--- src/rtl/l1a_check_sequencer_pkg.sv ---
// Shared types and defaults for the L1A alignment-check sequencer.
package l1a_check_pkg;

  typedef enum logic [2:0] {
    ST_IDLE    = 3'd0,
    ST_ARM     = 3'd1,
    ST_WAIT    = 3'd2,
    ST_DONE    = 3'd3,
    ST_RECOVER = 3'd4
  } state_e;

  typedef enum logic [1:0] {
    RES_NONE     = 2'd0,
    RES_OK       = 2'd1,
    RES_MISMATCH = 2'd2,
    RES_TIMEOUT  = 2'd3
  } result_e;

  localparam int DEF_TIMEOUT        = 1024;
  localparam int DEF_RECOVER_CYCLES = 4;

  // Width needed to hold 0..n-1, never narrower than one bit.
  function automatic int clog2_min1(input int n);
    return (n > 2) ? $clog2(n) : 1;
  endfunction

endpackage

--- src/rtl/l1a_check_sequencer_if.sv ---
// Link between the sequencer (master) and the per-OFC L1A alignment checker (slave).
interface l1a_check_sequencer_if #(
  parameter int N_OFC = 2
);

  logic [N_OFC-1:0] trig_in;
  logic             checker_finish;
  logic             checker_align;
  logic [N_OFC-1:0] checker_error;
  logic [N_OFC-1:0] start_check;
  logic             check_in_progress;
  logic             checker_reset;

  modport master (
    input  trig_in,
    input  checker_finish,
    input  checker_align,
    input  checker_error,
    output start_check,
    output check_in_progress,
    output checker_reset
  );

  modport slave (
    output trig_in,
    output checker_finish,
    output checker_align,
    output checker_error,
    input  start_check,
    input  check_in_progress,
    input  checker_reset
  );

endinterface

--- src/rtl/l1a_check_sequencer_sat_counter.sv ---
// Saturating statistics counter; clear wins over a same-cycle increment.
module sat_counter #(
  parameter int WIDTH = 16
) (
  input  logic             clk,
  input  logic             reset,
  input  logic             inc,
  input  logic             clr,
  output logic [WIDTH-1:0] count
);

  logic [WIDTH-1:0] count_q;
  logic [WIDTH-1:0] count_d;

  always_comb begin
    count_d = count_q;
    if (clr) begin
      count_d = '0;
    end else if (inc && (count_q != {WIDTH{1'b1}})) begin
      count_d = count_q + WIDTH'(1);
    end
  end

  always_ff @(posedge clk) begin
    if (reset) begin
      count_q <= '0;
    end else begin
      count_q <= count_d;
    end
  end

  assign count = count_q;

endmodule

--- src/rtl/l1a_check_sequencer.sv ---
// Walks the L1A alignment checker through each OFC link, supervising every
// window with a timeout and recovering the checker after any failure.
//
//   state   | meaning
//   --------+----------------------------------------------------------
//   IDLE    | waiting for enable, checker window closed
//   ARM     | one cycle: window opened, OFC index and timer preset
//   WAIT    | start_check on current OFC, waiting for finish/error/timeout
//   DONE    | one cycle: sequence finished, result and counter published
//   RECOVER | checker_reset held for RECOVER_CYCLES after a failure
module l1a_check_sequencer
  import l1a_check_pkg::*;
#(
  parameter int N_OFC          = 2,
  parameter int TIMEOUT        = DEF_TIMEOUT,
  parameter int RECOVER_CYCLES = DEF_RECOVER_CYCLES,
  parameter int CNT_W          = 16
) (
  input  logic                    clk,
  input  logic                    reset,
  input  logic                    enable,
  input  logic                    clear_counters,
  l1a_check_sequencer_if.master   chk_if,
  output logic                    busy,
  output logic                    status_valid,
  output logic [1:0]              last_result,
  output logic [CNT_W-1:0]        align_count,
  output logic [CNT_W-1:0]        mismatch_count,
  output logic [CNT_W-1:0]        timeout_count
);

  localparam int IDX_W   = clog2_min1(N_OFC);
  localparam int TIMER_W = clog2_min1(TIMEOUT);
  localparam int REC_W   = clog2_min1(RECOVER_CYCLES);

  localparam logic [IDX_W-1:0]   IDX_LAST   = IDX_W'(N_OFC - 1);
  localparam logic [TIMER_W-1:0] TIMER_LOAD = TIMER_W'(TIMEOUT - 1);
  localparam logic [REC_W-1:0]   REC_LOAD   = REC_W'(RECOVER_CYCLES - 1);

  state_e             state_q, state_d;
  logic [IDX_W-1:0]   idx_q, idx_d;
  logic [TIMER_W-1:0] timer_q, timer_d;
  logic [REC_W-1:0]   rec_q, rec_d;
  result_e            last_result_q, last_result_d;
  logic               status_valid_q, status_valid_d;
  logic               busy_q, busy_d;
  logic [N_OFC-1:0]   start_check_q, start_check_d;
  logic               check_in_progress_q, check_in_progress_d;
  logic               checker_reset_q, checker_reset_d;
  logic               inc_align, inc_mismatch, inc_timeout;

  // The timer counts down from TIMEOUT-1; reaching zero is the same instant
  // an up-counting window timer would hit TIMEOUT-1.
  always_comb begin
    state_d        = state_q;
    idx_d          = idx_q;
    timer_d        = timer_q;
    rec_d          = rec_q;
    last_result_d  = last_result_q;
    status_valid_d = 1'b0;
    inc_align      = 1'b0;
    inc_mismatch   = 1'b0;
    inc_timeout    = 1'b0;

    case (state_q)
      ST_IDLE: begin
        if (enable) state_d = ST_ARM;
      end

      ST_ARM: begin
        idx_d   = '0;
        timer_d = TIMER_LOAD;
        state_d = ST_WAIT;
      end

      ST_WAIT: begin
        timer_d = timer_q - TIMER_W'(1);
        if (chk_if.trig_in[idx_q]) timer_d = TIMER_LOAD;

        if (chk_if.checker_finish && (idx_q != IDX_LAST)) begin
          idx_d   = idx_q + IDX_W'(1);
          timer_d = TIMER_LOAD;
        end else if (chk_if.checker_finish) begin
          state_d        = ST_DONE;
          status_valid_d = 1'b1;
          last_result_d  = chk_if.checker_align ? RES_OK : RES_MISMATCH;
          inc_align      = chk_if.checker_align;
          inc_mismatch   = !chk_if.checker_align;
        end else if (chk_if.checker_error[idx_q]) begin
          state_d        = ST_RECOVER;
          rec_d          = REC_LOAD;
          status_valid_d = 1'b1;
          last_result_d  = RES_MISMATCH;
          inc_mismatch   = 1'b1;
        end else if (timer_q == '0) begin
          state_d        = ST_RECOVER;
          rec_d          = REC_LOAD;
          status_valid_d = 1'b1;
          last_result_d  = RES_TIMEOUT;
          inc_timeout    = 1'b1;
        end
      end

      ST_DONE: begin
        state_d = enable ? ST_ARM : ST_IDLE;
      end

      ST_RECOVER: begin
        if (rec_q == '0) begin
          state_d = enable ? ST_ARM : ST_IDLE;
        end else begin
          rec_d = rec_q - REC_W'(1);
        end
      end

      default: begin
        state_d = ST_IDLE;
      end
    endcase

    // Outputs are decoded from the next state so they register with it.
    busy_d              = (state_d != ST_IDLE);
    check_in_progress_d = (state_d == ST_ARM) || (state_d == ST_WAIT);
    start_check_d       = (state_d == ST_WAIT) ? (N_OFC'(1) << idx_d) : '0;
    checker_reset_d     = (state_d == ST_RECOVER);
  end

  always_ff @(posedge clk) begin
    if (reset) begin
      state_q             <= ST_IDLE;
      idx_q               <= '0;
      timer_q             <= '0;
      rec_q               <= '0;
      last_result_q       <= RES_NONE;
      status_valid_q      <= 1'b0;
      busy_q              <= 1'b0;
      start_check_q       <= '0;
      check_in_progress_q <= 1'b0;
      checker_reset_q     <= 1'b0;
    end else begin
      state_q             <= state_d;
      idx_q               <= idx_d;
      timer_q             <= timer_d;
      rec_q               <= rec_d;
      last_result_q       <= last_result_d;
      status_valid_q      <= status_valid_d;
      busy_q              <= busy_d;
      start_check_q       <= start_check_d;
      check_in_progress_q <= check_in_progress_d;
      checker_reset_q     <= checker_reset_d;
    end
  end

  sat_counter #(.WIDTH(CNT_W)) u_align_cnt (
    .clk   (clk),
    .reset (reset),
    .inc   (inc_align),
    .clr   (clear_counters),
    .count (align_count)
  );

  sat_counter #(.WIDTH(CNT_W)) u_mismatch_cnt (
    .clk   (clk),
    .reset (reset),
    .inc   (inc_mismatch),
    .clr   (clear_counters),
    .count (mismatch_count)
  );

  sat_counter #(.WIDTH(CNT_W)) u_timeout_cnt (
    .clk   (clk),
    .reset (reset),
    .inc   (inc_timeout),
    .clr   (clear_counters),
    .count (timeout_count)
  );

  assign chk_if.start_check       = start_check_q;
  assign chk_if.check_in_progress = check_in_progress_q;
  assign chk_if.checker_reset     = checker_reset_q;
  assign busy                     = busy_q;
  assign status_valid             = status_valid_q;
  assign last_result              = last_result_q;

endmodule

--- src/flat_wrapper.sv ---
// flat-port wrapper written by rule: the top's interface ports become plain ports
module l1a_check_sequencer_flat import l1a_check_pkg::*;
#(
  parameter int N_OFC          = 2,
  parameter int TIMEOUT        = DEF_TIMEOUT,
  parameter int RECOVER_CYCLES = DEF_RECOVER_CYCLES,
  parameter int CNT_W          = 16
)
  (clk, reset, enable, clear_counters, busy, status_valid, last_result, align_count, mismatch_count, timeout_count, chk_if_trig_in, chk_if_checker_finish, chk_if_checker_align, chk_if_checker_error, chk_if_start_check, chk_if_check_in_progress, chk_if_checker_reset);
  l1a_check_sequencer_if #(.N_OFC(N_OFC)) chk_if_i ();
  input  logic clk;
  input  logic reset;
  input  logic enable;
  input  logic clear_counters;
  output logic busy;
  output logic status_valid;
  output logic [1:0] last_result;
  output logic [CNT_W-1:0] align_count;
  output logic [CNT_W-1:0] mismatch_count;
  output logic [CNT_W-1:0] timeout_count;
  input wire logic [$bits(chk_if_i.trig_in)-1:0] chk_if_trig_in;
  input wire logic [$bits(chk_if_i.checker_finish)-1:0] chk_if_checker_finish;
  input wire logic [$bits(chk_if_i.checker_align)-1:0] chk_if_checker_align;
  input wire logic [$bits(chk_if_i.checker_error)-1:0] chk_if_checker_error;
  output wire logic [$bits(chk_if_i.start_check)-1:0] chk_if_start_check;
  output wire logic [$bits(chk_if_i.check_in_progress)-1:0] chk_if_check_in_progress;
  output wire logic [$bits(chk_if_i.checker_reset)-1:0] chk_if_checker_reset;
  assign chk_if_i.trig_in = chk_if_trig_in;
  assign chk_if_i.checker_finish = chk_if_checker_finish;
  assign chk_if_i.checker_align = chk_if_checker_align;
  assign chk_if_i.checker_error = chk_if_checker_error;
  assign chk_if_start_check = chk_if_i.start_check;
  assign chk_if_check_in_progress = chk_if_i.check_in_progress;
  assign chk_if_checker_reset = chk_if_i.checker_reset;
  l1a_check_sequencer #(.N_OFC(N_OFC), .TIMEOUT(TIMEOUT), .RECOVER_CYCLES(RECOVER_CYCLES), .CNT_W(CNT_W)) u_core (.clk(clk), .reset(reset), .enable(enable), .clear_counters(clear_counters), .chk_if(chk_if_i), .busy(busy), .status_valid(status_valid), .last_result(last_result), .align_count(align_count), .mismatch_count(mismatch_count), .timeout_count(timeout_count));
endmodule
--- config.mk ---
export PLATFORM = sky130hd
export DESIGN_NAME = l1a_check_sequencer_flat
export DESIGN_NICKNAME = d
export VERILOG_FILES = /design/src/rtl/l1a_check_sequencer_pkg.sv /design/src/rtl/l1a_check_sequencer_if.sv /design/src/rtl/l1a_check_sequencer_sat_counter.sv /design/src/rtl/l1a_check_sequencer.sv /design/src/flat_wrapper.sv
export SDC_FILE = /design/constraint.sdc
export NUM_CORES = 1
export LEC_CHECK = 0
export BUFFER_PORTS_ARGS = -buffer_cell sky130_fd_sc_hd__buf_4
export CORE_ASPECT_RATIO = 0.7
export CORE_MARGIN = 3
export CORE_UTILIZATION = 55
export CTS_CLUSTER_DIAMETER = 80
export DETAILED_ROUTE_END_ITERATION = 8
export PLACE_DENSITY = 0.78
export SLEW_MARGIN = 10
export SYNTH_ARGS = -nofsm -noshare
export SYNTH_HDL_FRONTEND = slang
export SYNTH_HIERARCHICAL = 1
export SYNTH_SLANG_ARGS = --single-unit
--- constraint.sdc ---
create_clock -name clk -period 3.08 [get_ports clk]
set_input_delay 0.616 -clock clk [delete_from_list [all_inputs] [get_ports clk]]
set_output_delay 0.616 -clock clk [all_outputs]
set_load 0.02 [all_outputs]
* Word level (Yosys, flattened, before mapping) *
Cells that the tools add are included.

word-level totals
  output and inout port bits = 56
  flip-flop bits (word level) = 72
  bits of input ports = 10
  word-level logic and storage cells = 97

operators by class
  order comparisons = 1
  bitwise gates (word level) = 4
  reductions and logical operators = 18
  equal/unequal tests = 14
  mux-type cells = 40
  shift operators = 1
  $add $sub $neg = 6

operators by type and width
  operator                                                                 number
  16-bit by 1-bit adder with 16-bit output, second input constant          3
  16-bit inequality test, second input constant                            3
  1-bit two-way mux                                                        20
  10-bit two-way mux                                                       2
  10-bit case mux with 2 select lines                                      1
  3-bit two-way mux                                                        6
  2-bit two-way mux                                                        8
  3-bit case mux with 5 select lines                                       1
  10-bit zero test                                                         1
  10-bit by 1-bit subtractor with 10-bit output, second input constant     1
  3-bit by 2-bit equality test with 1-bit output, second input constant    3
  3-bit by 1-bit equality test with 1-bit output, second input constant    2
  3-bit equality test, second input constant                               2
  2-bit inequality test, second input constant                             3
  3-bit nonzero test                                                       2
  5-bit AND reduction                                                      1
  1-bit logical AND                                                        4
  1-bit NOT                                                                4
  2-bit case mux with 2 select lines                                       1
  2-bit nonzero test                                                       2
  2-bit OR reduction                                                       2
  3-bit zero test                                                          1
  3-bit by 1-bit inequality test with 1-bit output, second input constant  1
  3-bit AND reduction                                                      1
  9 further kinds                                                          9

* Depth between registers and ports, before layout *
  word-level depth = 9
  gate-level depth with buffers = 10
  depth with buffers taken out = 8

* Hierarchy *
The synthesis kept the hierarchy.

by module, submodules not included
  module               area an instance (sq um)  sequential area each (sq um)  cells an instance  instances
  sat_counter          917.1                     320.3                         102                3
  l1a_check_sequencer  1171.1                    480.5                         136                1

* Worst setup path before layout *
Ideal clock, no wire load.

  kind = reg2reg
  from = reg u_core.timer_q[4]
  to = reg u_core.u_timeout_cnt.count_q[12], in the netlist u_core/u_timeout_cnt/count[12]
  path slack = 0.743 ns
  clock period less this slack = 2.337 ns
  setup time = 0.091 ns
  data required time = 2.989 ns
  path buffers = 1
  cell stages (with the launch flop) = 9
  arrival time = 2.246 ns
  cells stage by stage = dfxtp_1 > or4_4 > or2_0 > nor3_1 > and4_4 > and3_1 > buf_4 > a31oi_1 > a311oi_1

on the way
  cells in the longest elaborated chain, start to end = 7

RTL lines
  item                          line                                   source
  start, declared               l1a_check_sequencer.sv:42              logic [TIMER_W-1:0] timer_q, timer_d;
  start signal, assigned        l1a_check_sequencer.sv:143             timer_q <= timer_d;
  10-bit zero test              l1a_check_sequencer.sv:95              end else if (timer_q == '0) begin
  1-bit two-way mux             l1a_check_sequencer.sv:95
  1-bit two-way mux             l1a_check_sequencer.sv:89              end else if (chk_if.checker_error[idx_q]) begin
  1-bit two-way mux             l1a_check_sequencer.sv:83              end else if (chk_if.checker_finish) begin
  1-bit two-way mux             l1a_check_sequencer.sv:80              if (chk_if.checker_finish && (idx_q != IDX_LAST)) begin
  1-bit two-way mux             l1a_check_sequencer.sv:65              case (state_q)
  named net u_core.inc_timeout  l1a_check_sequencer.sv:50              logic inc_align, inc_mismatch, inc_timeout;
  1-bit logical AND             l1a_check_sequencer_sat_counter.sv:19  end else if (inc && (count_q != {WIDTH{1'b1}})) begin
  end signal, assigned          l1a_check_sequencer_sat_counter.sv:28  count_q <= count_d;
  end, declared                 l1a_check_sequencer_sat_counter.sv:12  logic [WIDTH-1:0] count_q;

The timed path passes the listed nets, and every way through them passes these cells.
A chain may end at the register's enable or synchronous reset.

* Worst setup path in the final report *
  from = reg u_core.state_q[1]
  to = reg u_core.u_timeout_cnt.count_q[11], in the netlist u_core/u_timeout_cnt/count[11]

on the way
  cells in the longest elaborated chain, start to end = 3

RTL lines
  item                                            line                                   source
  start, declared                                 l1a_check_sequencer.sv:40              state_e state_q, state_d;
  start signal, assigned                          l1a_check_sequencer.sv:141             state_q <= state_d;
  3-bit by 2-bit equality test with 1-bit output  l1a_check_sequencer.sv:65
  1-bit two-way mux                               l1a_check_sequencer.sv:65
  named net u_core.inc_timeout                    l1a_check_sequencer.sv:50
  1-bit logical AND                               l1a_check_sequencer_sat_counter.sv:19

The timed path passes the listed nets, and every way through them passes these cells.

==> flow_results.org <==
** Worst hold path
- The worst hold path was traced through 2 stages.
- Worst min path class :: primary input to flop
- Hold path endpoint :: u_core/last_result[1]$_SDFFE_PP0P_
- In this run the most critical hold path is launched from chk_if_checker_align.

** Global routing
- In the global route stage, met1 resource usage came out at roughly a third.
- The total overflow left after global routing is 0.
- For this run, global-route usage on met3 was measured as between 5 and 6%.
- Most utilized layer in the global route result :: met2
- The number of global-route vias before repair is between 3000 and 4000.
- Met2 layer usage reported by global route :: ~35%
- Pin count of the biggest net entering global routing :: 45
- Global routing used between 20% and 30% of the available tracks across all layers.
- Antenna violations before repair :: 0
- Global-route wire length before repair :: around 16000 um

** Synth
- Number of unique standard cell types used by synthesis :: between 60 and 70
- Post-synth top area cell :: dfxtp_1
- Synthesized cell area :: between 3000 and 4000 um^2
- After synthesis, the mean cell area works out to slightly below 9 um^2.
- Number of enable flip-flop cells after synthesis :: 0
- Most common library cells after synthesis :: 72 x dfxtp_1, 43 x nand2_1, 30 x a21oi_1
- Synthesis produced approximately 440 cells.
- Net Count, Synth :: 457
- Share of flip-flops with an asynchronous set or reset after synthesis :: 0%
- Sorting the synthesized cells by area gives the leading types as dfxtp_1 37%, mux2i_1 4.8%, nand2_1 4.1%, a21oi_1 3.8%, a211oi_1 2.7%.
- Share of Yosys cell area claimed by the top area cell type :: about 37%
- The synthesized design contains between 70 and 80 register bits.
- Sequential-to-total area share from yosys stat :: between 30% and 40%
- For this run, the number of Yosys warnings is 6.
- Most common cell in the netlist :: dfxtp_1
- Primary FF master, synth :: dfxtp_1

** Timing
- Accumulated negative setup slack :: 0 ns
- Final-report hold violation count :: 0
- Final number of max-transition violations :: 0
- Setup repair after global routing left no endpoint under its margin.
- Period Utilization, post-route :: between 80% and 90%
- In this run the tightest slew margin relative to its limit is 42.8%.
- Maximum clock skew at final layout :: between 0.01 and 0.015 ns
- For this run, the top clock speed supported by timing is 367 MHz.
- At the pin with the least slew margin, the transition time is approximately 0.86 ns.
- Final critical delay including setup and external delays :: around 2.7 ns
- Minimum setup slack in the final design :: about 0.35 ns
- Final setup violating endpoints :: 0

** CTS
- H-tree depth :: 3
- Clk pin slew, worst setup/hold paths :: around 0.08 ns
- In this run, CTS created clock tree buffers numbering 9.
- Total of cells resized after clock tree synthesis :: 0
- Hold repair after CTS inserted 0 buffers.
- The clock reaches the later pin of the worst-skew pair after ~0.34 ns.
- Deepest clock path buffer count :: 2
- CTS root buffer :: clkbuf_8
- Postcts setup bufs :: 0
- For this design, the sink count on the clock tree is 72.
- CTS tree :: built

** Routing
- The detail route stage leaves a number of antenna-violating nets equal to 0.
- Vias post-DR :: between 3000 and 4000
- Avg Vias per Cell :: approximately 6.0
- The detailed router finished its first iteration with about 300 violations.
- The first detailed-routing pass took 5 iterations.
- Routed WL per cell :: about 15 um
- Remaining design rule violation count :: 0
- Wires add up to 9060 um.

** Setup path
- Setup slack of the most critical reg-to-reg path :: about 0.35 ns
- The worst setup path is launched from a flop.
- In this run the critical register-to-register path is launched from u_core/state_q[1]$_SDFF_PP0_.
- The worst register-to-register path has a depth of 8.
- Required time of the critical path :: approximately 3.4 ns
- Worst setup path class :: flop to flop
- Critical Path AT :: 3.01 ns
- Critical Path Sink Type :: flop
- Of all nets on the critical path, the largest fanout is 10.
- Worst flop-to-flop path endpoint :: u_core/u_timeout_cnt/count[11]$_SDFFE_PP0P_

** Power
- For this design the ratio of total power to cell area is between 400 and 500 nW/um^2.
- Summing internal, switching and leakage power gives roughly 1.9 mW.
- Cell leakage power :: roughly 1.8 nW
- IR analysis of the VDD net gives a maximum drop of ~0.24 mV.

** Job
- Max-cap violation count :: 0

** Die
- Die outline height :: around 77 um
- Die Wd :: between 100 and 150 um
- In this run the core area contains 25 standard-cell rows.
- Initial core utilization :: between 50% and 60%
- In this run the count of I/O pins placed on the die edge is 66.
- The die covers 8200 um^2.
- Core area :: 6820 um^2

** Place
- Worst slack at placement :: approximately 0.42 ns
- Final weighted congestion in routability-driven placement :: 0.922
- Detailed placer's ending HPWL :: between 6000 and 7000 um
- Port buffering added between 60 and 70 buffers.

** Layout
- In the final layout, flip-flops and latches occupy between 1000 and 1500 um^2.
- Filler cell count :: approximately 580
- Multi-input combinational cell area :: roughly 2300 um^2
- Net count reported at finish :: just over 500
- Share of layout cells above drive strength 1 :: approximately a quarter
- Antenna fix cells :: 0
- From synthesis to final layout, the design area changed by 16.3%.

** Outcome
- The run finished with clean final reports.
-- layout make-up --
class	count	share of cell area, %
sequential	72	31.6
multi-input combinational	339	50.3
timing repair buffer	67	11.0
clock buffer	12	3.40
inverter	9	0.741
tap	94	2.58
clock inverter	3	0.384
-- placed cells by master (no fill, tap or decap), types with 3 or more instances in the layout --
cell	count
a41o_1	3
and3_1	11
mux2i_1	19
o21a_1	3
a2111o_1	6
a211oi_1	14
and3_2	3
ha_1	5
and2_1	7
and3_4	6
a311oi_1	4
or2_1	4
o21ai_0	20
nand2_1	43
o41ai_1	3
o2111a_1	3
nor3_4	3
dfxtp_1	72
buf_4	67
and4_4	3
a31oi_1	13
nand4_1	9
inv_1	9
o21ai_1	7
and2_2	6
nor3_1	11
o2111ai_1	3
or3_1	15
nor2_1	18
a211o_1	4
a211oi_2	3
nor2b_1	6
a21boi_0	3
or3_2	9
a21oi_1	30
nand3_1	16
clkbuf_8	11
nand4_4	3
-- power breakdown --
group          switching, mW  total [mW]  leakage, nW  internal [mW]
Sequential            0.0347       0.998        0.583          0.963
Combinational          0.126       0.218         1.09         0.0929
Clock                  0.332       0.662       0.0882          0.329
-- state kept, by name, indices dropped and copies added, names as in the netlist --
register	cells
u_core/chk_if.check_in_progress	1
u_core/busy	1
u_core/u_mismatch_cnt/count	16
u_core/idx_q	1
u_core/state_q	3
u_core/timer_q	10
u_core/rec_q	2
u_core/status_valid	1
u_core/u_timeout_cnt/count	16
u_core/last_result	2
u_core/u_align_cnt/count	16
u_core/chk_if.checker_reset	1
u_core/chk_if.start_check	2
-- worst max path at each step --
stage | startpoint | to | slack (ns) | depth (start not counted)
after CTS | u_core/state_q[1]$_SDFF_PP0_ | u_core/u_timeout_cnt/count[11]$_SDFFE_PP0P_ | 0.40 | 8
after floorplan | u_core/timer_q[4]$_SDFFE_PP0N_ | u_core/u_timeout_cnt/count[12]$_SDFFE_PP0P_ | 0.74 | 8
after detailed placement | u_core/state_q[1]$_SDFF_PP0_ | u_core/u_timeout_cnt/count[11]$_SDFFE_PP0P_ | 0.42 | 8
after global placement | u_core/state_q[1]$_SDFF_PP0_ | u_core/u_timeout_cnt/count[11]$_SDFFE_PP0P_ | 0.52 | 8
final | u_core/state_q[1]$_SDFF_PP0_ | u_core/u_timeout_cnt/count[11]$_SDFFE_PP0P_ | 0.35 | 8
after global routing | u_core/state_q[1]$_SDFF_PP0_ | u_core/u_timeout_cnt/count[11]$_SDFFE_PP0P_ | 0.12 | 8
-- layer usage --
layer	wire length (um)	up-vias
li1	-	1790
met1	4510	1687
met2	3980	100
met3	478	9
met4	91	0
met5	0	-
-- per-stage QoR --
stage	util [%]	area, um^2	hold slack (ns)	cells
2_1_floorplan	-	3920	0.463	442
3_3_place_gp	64.3	4390	0.474	581
3_5_place_dp	64.3	4390	0.483	581
4_1_cts	66.9	4560	0.464	596
5_1_grt	66.9	4560	0.473	596
6_report	66.9	4560	0.476	596
-- kinds of logic (layout without fill, tap and decap cells) --
logic type | after synthesis | in the layout | synth area share, %
fa+ha+maj | 5 | 5 | 1.59
simple gates | 184 | 184 | 28.7
flops | 72 | 72 | 36.7
compound gates | 129 | 129 | 22.9
xor+xnor | 2 | 2 | 0.447
buf+inv | 31 | 91 | 4.82
mux | 19 | 19 | 4.85
-- critical path, stage by stage, from the launching register on --
cell and delay [ns]:
dfxtp_1 0.48, or3b_1 0.42, nor2_1 0.23, nand2_1 0.08, nor3_1 0.39, and3_1 0.25
nand3_1 0.21, a211oi_1 0.39, mux2i_1 0.22
Power figures use the tool's default switching activity.
